--- src/rtl/add_sub_pkg.sv ---
// Shared definitions for the chunked adder/subtractor: FSM encoding, mode
// constants and default geometry.
package add_sub_pkg;

   localparam int unsigned DEF_WIDTH = 16;
   localparam int unsigned DEF_CHUNK = 4;

   localparam logic MODE_ADD = 1'b0;
   localparam logic MODE_SUB = 1'b1;

   typedef enum logic [1:0] {
      StIdle,
      StCalc,
      StDone
   } state_e;

endpackage

--- src/rtl/chunk_adder.sv ---
// CHUNK-bit combinational adder slice; also exposes the carry into its MSB so
// the caller can derive signed overflow on the final slice.
module chunk_adder #(
   parameter int unsigned CHUNK = 4
) (
   input  logic [CHUNK-1:0] a_i,
   input  logic [CHUNK-1:0] b_i,
   input  logic             cin_i,
   output logic [CHUNK-1:0] sum_o,
   output logic             cout_o,
   output logic             msb_cin_o
);

   logic [CHUNK:0] full;

   assign full      = {1'b0, a_i} + {1'b0, b_i} + {{CHUNK{1'b0}}, cin_i};
   assign sum_o     = full[CHUNK-1:0];
   assign cout_o    = full[CHUNK];
   // Sum bit = a ^ b ^ carry-in, so the MSB carry-in falls out by XOR.
   assign msb_cin_o = a_i[CHUNK-1] ^ b_i[CHUNK-1] ^ full[CHUNK-1];

endmodule

--- src/rtl/chunked_add_sub.sv ---
// Multi-cycle add/subtract: one CHUNK-bit slice per clock, LSB first, with a
// valid/ready handshake on both operand and result sides.
module chunked_add_sub
   import add_sub_pkg::*;
#(
   parameter int unsigned WIDTH = DEF_WIDTH,
   parameter int unsigned CHUNK = DEF_CHUNK
) (
   input  logic             clk,
   input  logic             rst_n,
   input  logic             in_valid,
   output logic             in_ready,
   input  logic [WIDTH-1:0] a,
   input  logic [WIDTH-1:0] b,
   input  logic             m,
   output logic             out_valid,
   input  logic             out_ready,
   output logic [WIDTH-1:0] s,
   output logic             co,
   output logic             ovf,
   output logic             zero
);

   localparam int unsigned N    = (CHUNK == 0) ? 0 : WIDTH / CHUNK;
   localparam bit          Bad  = (CHUNK == 0) ? 1'b1 : ((WIDTH % CHUNK) != 0) || (N == 0);
   localparam int unsigned IdxW = $clog2(N + 1);

   if (Bad) begin : g_bad_params
      $error("chunked_add_sub: WIDTH must be a non-zero multiple of CHUNK");
   end

   state_e            state_q, state_d;
   logic [WIDTH-1:0]  a_q, a_d;
   logic [WIDTH-1:0]  b_q, b_d;   // holds B' = B ^ {WIDTH{m}}
   logic [WIDTH-1:0]  s_q, s_d;
   logic              carry_q, carry_d;
   logic              co_q, co_d;
   logic              ovf_q, ovf_d;
   logic [IdxW-1:0]   idx_q, idx_d;

   int unsigned       base;
   logic [CHUNK-1:0]  sum;
   logic              cout;
   logic              msb_cin;

   assign base = 32'(idx_q) * CHUNK;

   chunk_adder #(
      .CHUNK(CHUNK)
   ) u_chunk_adder (
      .a_i      (a_q[base +: CHUNK]),
      .b_i      (b_q[base +: CHUNK]),
      .cin_i    (carry_q),
      .sum_o    (sum),
      .cout_o   (cout),
      .msb_cin_o(msb_cin)
   );

   always_comb begin
      state_d = state_q;
      a_d     = a_q;
      b_d     = b_q;
      s_d     = s_q;
      carry_d = carry_q;
      co_d    = co_q;
      ovf_d   = ovf_q;
      idx_d   = idx_q;
      unique case (state_q)
         StIdle: begin
            if (in_valid) begin
               a_d     = a;
               b_d     = b ^ {WIDTH{m}};
               carry_d = m;
               idx_d   = '0;
               state_d = StCalc;
            end
         end
         StCalc: begin
            s_d[base +: CHUNK] = sum;
            carry_d            = cout;
            idx_d              = idx_q + 1'b1;
            if (idx_q == IdxW'(N - 1)) begin
               co_d    = cout;
               // Overflow iff carry into the MSB differs from carry out of it.
               ovf_d   = cout ^ msb_cin;
               state_d = StDone;
            end
         end
         StDone: begin
            if (out_ready) begin
               state_d = StIdle;
            end
         end
         default: state_d = StIdle;
      endcase
   end

   always_ff @(posedge clk) begin
      if (!rst_n) begin
         state_q <= StIdle;
         a_q     <= '0;
         b_q     <= '0;
         s_q     <= '0;
         carry_q <= 1'b0;
         co_q    <= 1'b0;
         ovf_q   <= 1'b0;
         idx_q   <= '0;
      end else begin
         state_q <= state_d;
         a_q     <= a_d;
         b_q     <= b_d;
         s_q     <= s_d;
         carry_q <= carry_d;
         co_q    <= co_d;
         ovf_q   <= ovf_d;
         idx_q   <= idx_d;
      end
   end

   assign in_ready  = (state_q == StIdle);
   assign out_valid = (state_q == StDone);
   assign s         = s_q;
   assign co        = co_q;
   assign ovf       = ovf_q;
   assign zero      = (s_q == '0);

endmodule

--- config.mk ---
export PLATFORM = sky130hd
export DESIGN_NAME = chunked_add_sub
export DESIGN_NICKNAME = d
export VERILOG_FILES = /design/src/rtl/add_sub_pkg.sv /design/src/rtl/chunk_adder.sv /design/src/rtl/chunked_add_sub.sv
export SDC_FILE = /design/constraint.sdc
export NUM_CORES = 1
export LEC_CHECK = 0
export CELL_PAD_IN_SITES_DETAIL_PLACEMENT = 0
export CELL_PAD_IN_SITES_GLOBAL_PLACEMENT = 1
export CORE_MARGIN = 2
export CORE_UTILIZATION = 39
export CTS_CLUSTER_SIZE = 20
export DETAILED_ROUTE_END_ITERATION = 8
export GPL_TIMING_DRIVEN = 0
export PLACE_DENSITY_LB_ADDON = 0.08
export REMOVE_ABC_BUFFERS = 1
export SLEW_MARGIN = 20
export SYNTH_ARGS = -nofsm -noshare
export SYNTH_HDL_FRONTEND = slang
export SYNTH_HIERARCHICAL = 1
export SYNTH_SLANG_ARGS = --single-unit
--- constraint.sdc ---
create_clock -name clk -period 3.35 [get_ports clk]
set_input_delay 1.005 -clock clk [delete_from_list [all_inputs] [get_ports clk]]
set_output_delay 1.005 -clock clk [all_outputs]
set_load 0.03 [all_outputs]
==> run_results.csv <==
group,metric,value,unit
run_status,status,"completed",
setup_path,worstPathRequired,3.56,ns
setup_path,worstPathArrival,3.18,ns
finish,stdcell_area,3491,um2
timing,hold_ws,0.4556,ns
logic_synthesis,synth_seq_cells,56,
logic_synthesis,yosys.cell_types.count,39,
clock_tree,cts_tree,"done",
finish,fill_cells,688,
timing,worst_pin_slew,0.9517,ns
global_routing,grt_max_degree,39,
logic_synthesis,synth_top_area_frac,0.4014,
floorplanning,rows,30,
clock_tree,root_buffer,"clkbuf_8",
clock_tree,post_cts_resize_count,0,
logic_synthesis,synth_top_flop_cell,"dfxtp_1",
global_routing,grt_pass1_wl,9211,um
pwr,power_frac_seq,0.520,
logic_synthesis,syn_inst,297,
route,first_iter_violations,33,
placement,place.gp.congestion,0.7452,
global_routing,grt_overflow_total,0,
setup_path,crit_type,"flip-flop to flip-flop",
hold_path,hp-class,"flip-flop to flip-flop",
route,ant_nets,0,
setup_path,start_kind,"flip-flop",
logic_synthesis,synthTopCellsByArea,"dfxtp_1, nand2_1, mux4_1",
floorplanning,die_area,7854,um2
setup_path,crit_cells,11,
placement,place_area,3396,um2
pwr,p_int,1.020,mW
pwr,pwr-share-clk,0.276,
setup_path,critical_path_buf_inv_count,1,
clock_tree,cts_hold_buffers,0,
finish,syn2layout_area_growth,25.00,%
logic_synthesis,synth.avg_cell_area,9.403,um2
finish,register_area,1122,um2
setup_path,path_max_fanout,14,
hold_path,worstHoldPathCells,2,
logic_synthesis,yosysTopAreaCell,"dfxtp_1",
clock_tree,numClockSinks,56,
route,vias,2121,
finish,nets,388,
floorplanning,start_util,0.4066,
pwr,p_leak,1.343,nW
finish,num_antenna_cells,0,
floorplanning,dieHeight,88.62,um
setup_path,end_kind,"flip-flop",
route,drt-total-wl,5512,um
setup_path,worstReg2RegEnd,"carry_q$_SDFFE_PN0P_",
clock_tree,numCtsBuffers,5,
logic_synthesis,synth_area,2793,um2
clock_tree,clock_latency,0.31,ns
hold_path,hold_start,"a_q[10]$_SDFFE_PN0P_",
timing,clock.fmax,335.8,MHz
route,via_per_inst,4.831,
timing,relSlewSlack,0.3636,
setup_path,cp_cell_sequence,"mux4_1, and2_1, fa_1, inv_1, fa_1, nor2b_1, o21ai_0, nand2b_1, nor2b_1, a21oi_1, o221a_2",
logic_synthesis,synth_edf_count,0,
placement,io_buffers,57,
global_routing,grt_antenna_before_repair,0,
timing,period_share,0.8890,
timing,fin_crit,2.978,ns
route,dr.pass1.iters,4,
pwr,switching_share,0.2731,
timing,drv_slew,0,
global_routing,grt_usage,0.1520,
route,post_drt_wl_per_cell,12.56,um
route,drc_errors,0,
setup_path,path_delay_family,"adder cells",
hold_path,whs_endpoint,"a_q[10]$_SDFFE_PN0P_",
logic_synthesis,seq_area_frac_synth,0.4014,
clock_tree,clockBufferDepth,2,
pwr,netSwitchingPower,0.3832,mW
timing,grt_setup_unrepaired,"no",
pwr,p_comb_frac,0.204,
flow_run,drv_cap,0,
clock_tree,cts_max_level,2,
clock_tree,postCtsSetupRepairBufs,0,
finish,multiInputGateArea,1524,um2
setup_path,reg2reg_slack,0.37,ns
pwr,peakVddDrop,0.1394,mV
floorplanning,core_area,6869,um2
setup_path,r2r_start,"idx_q[0]$_SDFFE_PN0P_",
timing,hold_viol_final,0,
placement,hpwl,3977,um
logic_synthesis,async_flop_share,0,
logic_synthesis,synth_warnings,6,
setup_path,cp_slowest_cell,"dfxtp_2",
setup_path,ff2ff_path_depth,11,
finish,drive_gt1_frac,0.04956,
setup_path,max_stage_delay,0.60,ns
timing,setup_violations,0,
timing,clock_skew,0.007447,ns
clock_tree,path_clk_slew,0.09,ns
floorplanning,top_level_ports,58,
global_routing,grt_pass1_vias,1979,
floorplanning,dieWidth,88.62,um
pwr,power_density,401.9,nW/um2
-- tightest hold or removal path: stages, from the launching register on --
cell     delay [ns]
dfxtp_1        0.32
nand2_1        0.05
a21oi_1        0.05
-- metrics by stage --
| stage | std cells | setup TNS [ns] | utilization | worst slack, ns | power (mW) |
|---|---|---|---|---|---|
| floorplan | 276 | 0 | - | 0.4891 | 0.9197 |
| global placement | 429 | -19.56 | 0.4896 | -0.6730 | 1.029 |
| detailed placement | 431 | 0 | 0.4944 | 0.08579 | 1.037 |
| CTS | 439 | 0 | 0.5080 | 0.05874 | 1.419 |
| global route | 439 | 0 | 0.5082 | 0.1723 | 1.486 |
| finish | 439 | 0 | 0.5082 | 0.3718 | 1.403 |
-- metal layers --
layer / up-vias / track usage / share of wire
met5: - / 0 / 0
met4: 0 / 0.04545 / 0.013
met3: 7 / 0.03451 / 0.040
met2: 42 / 0.2517 / 0.47
met1: 958 / 0.1983 / 0.48
li1: 1114 / - / -
-- sequential cells by signal (all words and copies together), names as in the netlist --
register and count:
s 16, state_q 2, b_q 16, a_q 16, carry_q 1, ovf 1
idx_q 3, co 1
-- power by group through the flow --
stage / Sequential, mW / Combinational, mW / Clock, mW
2_1_floorplan: 0.743 / 0.177 / 0
3_3_place_gp: 0.745 / 0.284 / 0
3_5_place_dp: 0.746 / 0.291 / 0
4_1_cts: 0.730 / 0.291 / 0.397
5_1_grt: 0.735 / 0.321 / 0.430
6_report: 0.730 / 0.286 / 0.387
-- worst max-delay path by stage --
stage | from | slack [ns] | end
2_1_floorplan | idx_q[0]$_SDFFE_PN0P_ | 0.49 | carry_q$_SDFFE_PN0P_
3_3_place_gp | in_valid | -0.67 | a_q[12]$_SDFFE_PN0P_
3_5_place_dp | idx_q[0]$_SDFFE_PN0P_ | 0.09 | carry_q$_SDFFE_PN0P_
4_1_cts | idx_q[0]$_SDFFE_PN0P_ | 0.06 | carry_q$_SDFFE_PN0P_
5_1_grt | idx_q[0]$_SDFFE_PN0P_ | 0.17 | carry_q$_SDFFE_PN0P_
6_report | idx_q[0]$_SDFFE_PN0P_ | 0.37 | carry_q$_SDFFE_PN0P_
-- cell usage in the layout, fill, tap and decap left out, drive strengths merged, types with 2 or more instances in the layout --
cell	n
clkdlybuf4s50	57
dfxtp	56
nand2	55
nor2	24
a21oi	21
xnor2	18
mux2i	17
a211oi	17
and2	9
inv	9
mux4	8
ha	7
clkbuf	7
nand3b	5
nor4	4
nor2b	4
o21ai	3
nand2b	2
nand3	2
fa	2
nor3b	2
buf	2
-- cell families after synthesis --
kind of cell,share of synthesized area
simple gates,0.2052
fa+ha+maj,0.04570
flops,0.4014
buf+inv,0.05510
xor+xnor,0.05959
compound gates,0.09812
mux,0.1349
-- cell usage after synthesis (2+ instances only) --
library cell	n
a211oi_1	17
a21oi_1	21
and2_1	9
buf_2	8
buf_4	3
buf_6	2
clkbuf_1	5
dfxtp_1	56
fa_1	2
ha_1	7
inv_1	9
mux2i_1	17
mux4_1	7
nand2_1	55
nand2b_1	2
nand3_1	2
nand3b_1	5
nor2_1	24
nor2b_1	4
nor4_1	4
o21ai_0	3
xnor2_1	18
-- layout make-up --
| cell class | instances | share of cell area |
|---|---|---|
| sequential | 56 | 0.3215 |
| tap | 96 | 0.03441 |
| inverter | 9 | 0.009677 |
| timing repair buffer | 59 | 0.1710 |
| multi-input combinational | 211 | 0.4366 |
| clock inverter | 1 | 0.002151 |
| clock buffer | 7 | 0.02473 |
Power figures use the tool's default switching activity.
